File: config.mk
export PLATFORM = sky130hd
export DESIGN_NAME = hyperram_target
export DESIGN_NICKNAME = d
export VERILOG_FILES = /design/src/rtl/hyperram_pkg.sv /design/src/rtl/hyperram_target_mem.sv /design/src/rtl/hyperram_target.sv
export SDC_FILE = /design/constraint.sdc
export NUM_CORES = 2
export LEC_CHECK = 0
export CAP_MARGIN = 40
export CORE_MARGIN = 4
export CORE_UTILIZATION = 60
export CTS_BUF_LIST = sky130_fd_sc_hd__clkbuf_8
export DETAILED_ROUTE_END_ITERATION = 8
export PLACE_DENSITY = 0.86
export SYNTH_ARGS = -nofsm -noshare
export SYNTH_HDL_FRONTEND = slang
export SYNTH_SLANG_ARGS = --single-unit
File: constraint.sdc
create_clock -name clk -period 6.7 [get_ports clk]
set_clock_uncertainty 0.05 [all_clocks]
set_input_delay 1.005 -clock clk [delete_from_list [all_inputs] [get_ports clk]]
set_output_delay 1.005 -clock clk [all_outputs]
set_load 0.01 [all_outputs]
File: src/rtl/hyperram_pkg.sv
// Shared HyperBus definitions: target FSM states, command/address field positions
// and the identification/configuration defaults used by both target and controller.
package hyperram_pkg;

   typedef enum logic [2:0] {
      IDLE,
      CA,
      LAT,
      WRITE,
      READ,
      REGW,
      DESEL
   } state_e;

   localparam int CA_BITS      = 48;
   localparam int CA_BYTES     = 6;
   localparam int CA_RW_BIT    = 47;
   localparam int CA_AS_BIT    = 46;
   localparam int CA_BURST_BIT = 45;
   localparam int CA_ROW_HI    = 44;
   localparam int CA_ROW_LO    = 16;
   localparam int CA_COL_HI    = 2;
   localparam int CA_COL_LO    = 0;

   localparam int DATA_W = 8;
   localparam int CNT_W  = 8;

   localparam logic [15:0] ID0_DEFAULT = 16'h0C81;
   localparam logic [15:0] CFG_RESET   = 16'h8F1F;

endpackage

File: src/rtl/hyperram_target_mem.sv
// Byte-wide storage for the HyperRAM target: one synchronous write port and one
// asynchronous read port. Contents are deliberately left out of reset.
module hyperram_target_mem
   import hyperram_pkg::*;
#(
   parameter int ADDR_BITS = 8
) (
   input  logic                 clk,
   input  logic                 we_i,
   input  logic [ADDR_BITS-1:0] waddr_i,
   input  logic [DATA_W-1:0]    wdata_i,
   input  logic [ADDR_BITS-1:0] raddr_i,
   output logic [DATA_W-1:0]    rdata_o
);

   logic [DATA_W-1:0] mem_q [2**ADDR_BITS];

   always_ff @(posedge clk) begin
      if (we_i) begin
         mem_q[waddr_i] <= wdata_i;
      end
   end

   assign rdata_o = mem_q[raddr_i];

endmodule

File: src/rtl/hyperram_target.sv
// SDR HyperBus memory-side target: collects the 6-byte command/address, waits a
// fixed latency, then streams a linear wrapping burst to or from the byte array.
module hyperram_target
   import hyperram_pkg::*;
#(
   parameter int          LATENCY   = 6,
   parameter int          ADDR_BITS = 8,
   parameter logic [15:0] ID0       = ID0_DEFAULT
) (
   input  logic        clk,
   input  logic        rst,
   input  logic        cs_n,
   input  logic [7:0]  dq_in,
   output logic [7:0]  dq_out,
   output logic        dq_oe,
   input  logic        rwds_in,
   output logic        rwds_out,
   output logic        rwds_oe,
   output logic [15:0] cfg_reg
);

   state_e                 state_q, state_d;
   logic [CA_BITS-1:0]     ca_q, ca_d;
   logic [CNT_W-1:0]       cnt_q, cnt_d;
   logic [ADDR_BITS-1:0]   addr_q, addr_d;
   logic [15:0]            cfgReg_q, cfgReg_d;
   logic                   armed_q, armed_d;
   logic                   memWe;
   logic [DATA_W-1:0]      memRdata;
   logic                   unusedCaBits;

   // Burst type and the top CA bits only matter while shifting; linear bursts ignore them.
   assign unusedCaBits = ^ca_q[CA_BURST_BIT:40];

   hyperram_target_mem #(
      .ADDR_BITS (ADDR_BITS)
   ) u_mem (
      .clk     (clk),
      .we_i    (memWe),
      .waddr_i (addr_q),
      .wdata_i (dq_in),
      .raddr_i (addr_q),
      .rdata_o (memRdata)
   );

   always_ff @(posedge clk) begin
      if (!rst) begin
         state_q  <= IDLE;
         ca_q     <= '0;
         cnt_q    <= '0;
         addr_q   <= '0;
         cfgReg_q <= CFG_RESET;
         armed_q  <= 1'b0;
      end else begin
         state_q  <= state_d;
         ca_q     <= ca_d;
         cnt_q    <= cnt_d;
         addr_q   <= addr_d;
         cfgReg_q <= cfgReg_d;
         armed_q  <= armed_d;
      end
   end

   // armed_q blocks a transaction from starting until cs_n has been seen high after reset.
   always_comb begin
      state_d  = state_q;
      ca_d     = ca_q;
      cnt_d    = cnt_q;
      addr_d   = addr_q;
      cfgReg_d = cfgReg_q;
      armed_d  = armed_q | cs_n;
      memWe    = 1'b0;
      dq_out   = '0;
      dq_oe    = 1'b0;
      rwds_out = 1'b0;
      rwds_oe  = 1'b0;

      case (state_q)
         CA: rwds_oe = 1'b1;
         READ: begin
            dq_oe    = 1'b1;
            rwds_oe  = 1'b1;
            rwds_out = ~addr_q[0];
            if (ca_q[CA_AS_BIT]) begin
               dq_out = addr_q[0] ? ID0[7:0] : ID0[15:8];
            end else begin
               dq_out = memRdata;
            end
         end
         default: ;
      endcase

      if (cs_n) begin
         state_d = IDLE;
         cnt_d   = '0;
      end else begin
         case (state_q)
            IDLE: begin
               if (armed_q) begin
                  ca_d    = {ca_q[CA_BITS-9:0], dq_in};
                  cnt_d   = CNT_W'(1);
                  state_d = CA;
               end
            end
            CA: begin
               ca_d = {ca_q[CA_BITS-9:0], dq_in};
               if (cnt_q == CNT_W'(CA_BYTES - 1)) begin
                  cnt_d   = '0;
                  addr_d  = ADDR_BITS'({ca_d[CA_ROW_HI:CA_ROW_LO], ca_d[CA_COL_HI:CA_COL_LO], 1'b0});
                  state_d = (!ca_d[CA_RW_BIT] && ca_d[CA_AS_BIT]) ? REGW : LAT;
               end else begin
                  cnt_d = cnt_q + CNT_W'(1);
               end
            end
            LAT: begin
               if (cnt_q == CNT_W'(LATENCY - 1)) begin
                  cnt_d   = '0;
                  state_d = ca_q[CA_RW_BIT] ? READ : WRITE;
               end else begin
                  cnt_d = cnt_q + CNT_W'(1);
               end
            end
            WRITE: begin
               memWe  = ~rwds_in;
               addr_d = addr_q + ADDR_BITS'(1);
            end
            READ: begin
               addr_d = addr_q + ADDR_BITS'(1);
            end
            REGW: begin
               if (cnt_q == '0) begin
                  cfgReg_d[15:8] = dq_in;
                  cnt_d          = CNT_W'(1);
               end else begin
                  cfgReg_d[7:0] = dq_in;
                  cnt_d         = '0;
                  state_d       = DESEL;
               end
            end
            DESEL: ;
            default: state_d = IDLE;
         endcase
      end
   end

   assign cfg_reg = cfgReg_q;

endmodule

After elaboration in Yosys (flattened, before gate mapping)
Memory sizes are Yosys's and may differ from the RTL's. A register that Yosys moved wholly into a read port is not among the register bits. Cells that the tools add are included.

Flip-flop bits (word level): 84. RAM bits: 2048. Input bits: 12. Output and inout port bits: 27. Logic and storage cells: 73. Memories kept: 1.

$add $sub $neg: 2. Equality and inequality tests: 11. Mux-type cells: 27. Bitwise operators: 7. Reduce and logical (&&, ||, !) cells: 18.

Memories: u_mem.mem_q (words 256, bits a word 8, read ports 1, clocked after memory_dff 1, write ports 1, line hyperram_target_mem.sv:16) `logic [DATA_W-1:0] mem_q [2**ADDR_BITS];`.

Operator list (count): one-hot mux 48 bit (2 select lines) (1); two-way mux 8 bit (8); two-way mux 48 bit (1); one-hot mux 8 bit (3 select lines) (1); two-way mux 3 bit (6); adder 8 x 1 -> 8 bit, second input constant (2); one-hot mux 8 bit (2 select lines) (1); one-hot mux 3 bit (5 select lines) (1); AND reduction 3 bit (4); == test 3 bit, second input constant (3); == test 8 x 3 -> 1 bit, second input constant (1); logical NOT 8 bit (1); two-way mux 1 bit (8); != test 2 bit, second input constant (4); OR reduction 2 bit (4); == test 3 x 2 -> 1 bit, second input constant (2); inverter 1 bit (6); AND reduction 5 bit (1); nonzero test 2 bit (2); == test 3 x 1 -> 1 bit, second input constant (1); logical NOT 3 bit (1); nonzero test 3 bit (1); OR reduction 3 bit (1); AND reduction 2 bit (1); 3 further kinds (3).

Logic depth before layout (Yosys ltp)
Word-level depth: 6. Gate-level depth with buffers: 13.

Hierarchy
A second synthesis with hierarchy kept.

Cells, all modules: 4058. Area total of the unflattened synthesis: 82141.3 um^2.

By module, submodules not included: hyperram_target_mem (instances 1, cells an instance 3725, area each 79396.1 um^2, seq. area each 61499.0 um^2); hyperram_target (instances 1, cells an instance 333, area each 2745.1 um^2, seq. area each 1121.1 um^2).

Worst setup path before layout
No wires, ideal clock.

Path kind: reg-to-output. From: reg with a tool-made name. To: out dq_out[2]. Arrival time: 2543 ps. Data required time: 5645 ps. Setup slack: 3102 ps. Cell stages (with the launch flop): 11. Buffers on the path: 4. Path through: dfxtp_1 > buf_6 > buf_6 > buf_6 > buf_2 > mux4_2 > mux4_2 > a22oi_1 > nand3_1 > nand3_1 > nand3_1.

RTL lines: end, declared (line hyperram_target.sv:14) `output logic [7:0] dq_out,`.

==> flow_metrics.tcl <==
set metrics [dict create \
    synthFlopType "edfxtp_1" \
    arrival_ns 5.61 \
    cap_viol_max_count 0 \
    crit_type "register to output pin" \
    cp_max_fo 32 \
    final_common_cell "edfxtp_1" \
    critPathCaptureType "output pin" \
    synth_area_leaders "edfxtp_1 75%, mux4_2 15%, dfxtp_1 1.6%" \
    holdWs_ns 0.402 \
    cts.sinks 2112 \
    synth_edf_count 2048 \
    overflow 0 \
    path_clk_slew_ns 0.06 \
    fin_area_mm2 0.0910 \
    chipHeight_um 378 \
    worstPathCellList "buf_12 > buf_4 > mux4_2 > mux4_2 > o22a_1 > o2111ai_1 > o32a_1 > a31oi_1 > clkdlybuf4s50_1" \
    cts_tree "yes" \
    row_count 135 \
    outcome "finished, final reports clean" \
    die_x_um 378 \
    leakagePower_nw 27.8 \
    post_cts_buffers 0 \
    viasPerCell 6.98 \
    yosys_register_bits 2112 \
    hold_class "register to register" \
    swShare_pct 20.8 \
    period_needed_ns 6.67 \
    fmax_mhz 150 \
    first_iter_violations 7321 \
    layout_common_cells "2048 x edfxtp_1, 550 x mux4_2, 350 x clkbuf_8" \
    drive_above_1_share_pct 26.7 \
    track_usage_pct 29.3 \
    synth_fa_ha_area_share_pct 0.107 \
    yosys_warnings 0 \
    crit_path_max_incr_delay_ns 0.84 \
    synthXorXnorAreaFrac_pct 0.0533 \
    core_mm2 0.136 \
    final_nets 4244 \
    clkLatencyLatePin_ns 1.00 \
    sequentialPowerShare_pct 59.2 \
    port_buffers 38 \
    grt_pass1_wl_um 301000 \
    place_area_mm2 0.0852 \
    r2r-start "state_q[0]" \
    path_buf_inv 3 \
    min_to "ca_q[30]" \
    async_flop_share_pct 0 \
    synth_fp_nets 3930 \
    synth-simple-area-share_pct 3.32 \
    dp.final_hpwl_um 126000 \
    rsz0062_at_grt "no" \
    antenna_found_initial 4 \
    ant_nets 0 \
    wl_per_cell_um 33.1 \
    syn_area_per_cell_um2 21.0 \
    holdCritStartpoint "ca_q[22]" \
    power_mw 24.5 \
    ctsRootBufferMaster "clkbuf_8" \
    slew_headroom_pct 31.0 \
    tightest_slew_ns 1.03 \
    io_pins 39 \
    synth_compound_area_share_pct 2.37 \
    p_int_mw 19.4 \
    synth_top_family_by_area "multiplexers" \
    synth_top_cell_area_share_pct 74.9 \
    hold_depth 2 \
    p_per_area_mw_per_mm2 269 \
    setup_viol 0 \
    via_count 43600 \
    fill_cells 7723 \
    die_area_mm2 0.143 \
    worst_setup_path_start_kind "register" \
    cts_buffer_depth 4 \
    syn_inst 3911 \
    critPathSlowestCell "o2111ai_1" \
    start_util_pct 60.5 \
    drv_slew 0 \
    critPathTopFamily "compound AO/OA/AOI/OAI gates" \
    gp_congestion 0.894 \
    cp_common_cell "mux4_2" \
    netlist_area_mm2 0.0821 \
    vdd_ir_drop_max_mv 0.186 \
    cp.required_ns 5.64 \
    yosysTopAreaCell "edfxtp_1" \
    fin_tns_setup_ns 0 \
    p_switching_mw 5.08 \
    h-tree-depth 5 \
    p_clk_share_pct 39.7 \
    synth_cell_types 62 \
    area_growth_pct 10.8 \
    rr_worst_depth 5 \
    drc 0 \
    grt_max_degree 190 \
    finalHoldViolCount 0 \
    grt_pass1_vias 44000 \
    regToRegSetupSlack_ns 2.45 \
    holdBufCountCts 0 \
    rr_endpoint "u_mem.mem_q[96][4]" \
    wl_um 207000 \
    min_period_over_period_pct 99.5 \
    first_pass_iters 7 \
    cts_made_buffers 333 \
    synth.area.mux_share_pct 16.2 \
    ys_seq_area_share_pct 76.4 \
    largest_reg_flops 2048 \
    combinationalPowerShare_pct 1.1 \
]
==> cells by family after synthesis <==
kind of cell / count (synthesis)
AOI/OAI and AO/OA: 280
xor gates and xnor gates: 5
adders and majority gates: 7
buffers and inverters: 248
DFF: 2112
muxes: 634
and+or+nand+nor: 625
==> metal layers <==
| metal | routed length (um) | GRT usage, % | vias to the layer above | share of wire, % |
|---|---|---|---|---|
| met2 | 96800 | 44.2 | 3985 | 47 |
| met5 | 139 | 0.720 | - | 0.067 |
| met3 | 28300 | 8.13 | 769 | 14 |
| met4 | 12900 | 16.1 | 2 | 6.2 |
| li1 | - | - | 16900 | - |
| met1 | 68600 | 39.5 | 21900 | 33 |
==> worst register-to-register path: stages (launching register included) <==
cell and delay [ns]:
dfxtp_1 0.68, nand2_1 0.36, nor4_1 0.79, and3_1 0.36, nand3b_1 0.65, nor2_1 0.97
==> power groups by stage <==
stage	Combinational (mW)	Sequential (mW)	Clock, mW
final	0.273	14.5	9.70
after global routing	0.290	14.5	10.4
after CTS	0.267	14.5	9.74
after detailed placement	0.269	14.8	0
after global placement	0.238	14.8	0
after floorplan	0.0323	14.8	0
==> per-stage QoR <==
step	util (%)	std cells	setup WS [ns]
after floorplan	-	3911	3.10
after CTS	67.0	6227	0.154
final	67.0	6239	0.0305
after detailed placement	62.8	5663	1.26
after global routing	67.0	6236	0.0725
after global placement	62.3	5598	1.07
==> timing repair <==
| action | 4_1_cts | 5_1_grt |
|---|---|---|
| endpoints found under the hold margin | 0 | 0 |
| setup endpoints to repair | 0 | 1 |
| resized for setup | 0 | 1 |
==> cell type report <==
class                           count  area [um2]  share of cell area (%)
Antenna cell                        4        10.0                  0.0110
Tap cell                         1781        2230                    2.45
Sequential cell                  2112       62800                    69.0
Timing Repair Buffer              214        2100                    2.30
Clock inverter                    222        1010                    1.11
Multi-Input combinational cell   1551       18100                    19.9
Clock buffer                      342        4710                    5.17
Inverter                           13        53.8                  0.0591
==> cells in the mapped netlist, types with 5 or more instances <==
cell type and instances:
edfxtp_1 2048, mux4_2 550, nor2_1 309, nand2_1 137
clkbuf_1 111, a22oi_1 72, dfxtp_1 64, nand3_1 54
buf_2 48, a21oi_1 47, mux2i_1 45, buf_4 42
mux2_2 39, nor2b_1 32, o21ai_0 26, a21boi_0 23
o22ai_1 20, nand4_1 19, buf_1 18, a31oi_1 15
buf_6 15, nor3_1 15, nand2b_1 14, a211oi_1 13
a22o_1 12, inv_1 12, and2_1 11, a221oi_1 9
nor4_1 9, ha_1 7, and3_1 5, nand3b_1 5
o31ai_1 5
==> how the worst max path moves through the flow <==
stage / end / slack, ns / cells after the start / from
after floorplan: dq_out[2] / 3.10 / 10 / register
after global placement: dq_out[7] / 1.07 / 10 / register
after detailed placement: dq_out[6] / 1.26 / 9 / register
after CTS: dq_out[7] / 0.15 / 10 / register
after global routing: dq_out[6] / 0.07 / 9 / register
final: dq_out[6] / 0.03 / 9 / register
No activity file was read; power rests on OpenSTA's default activity.
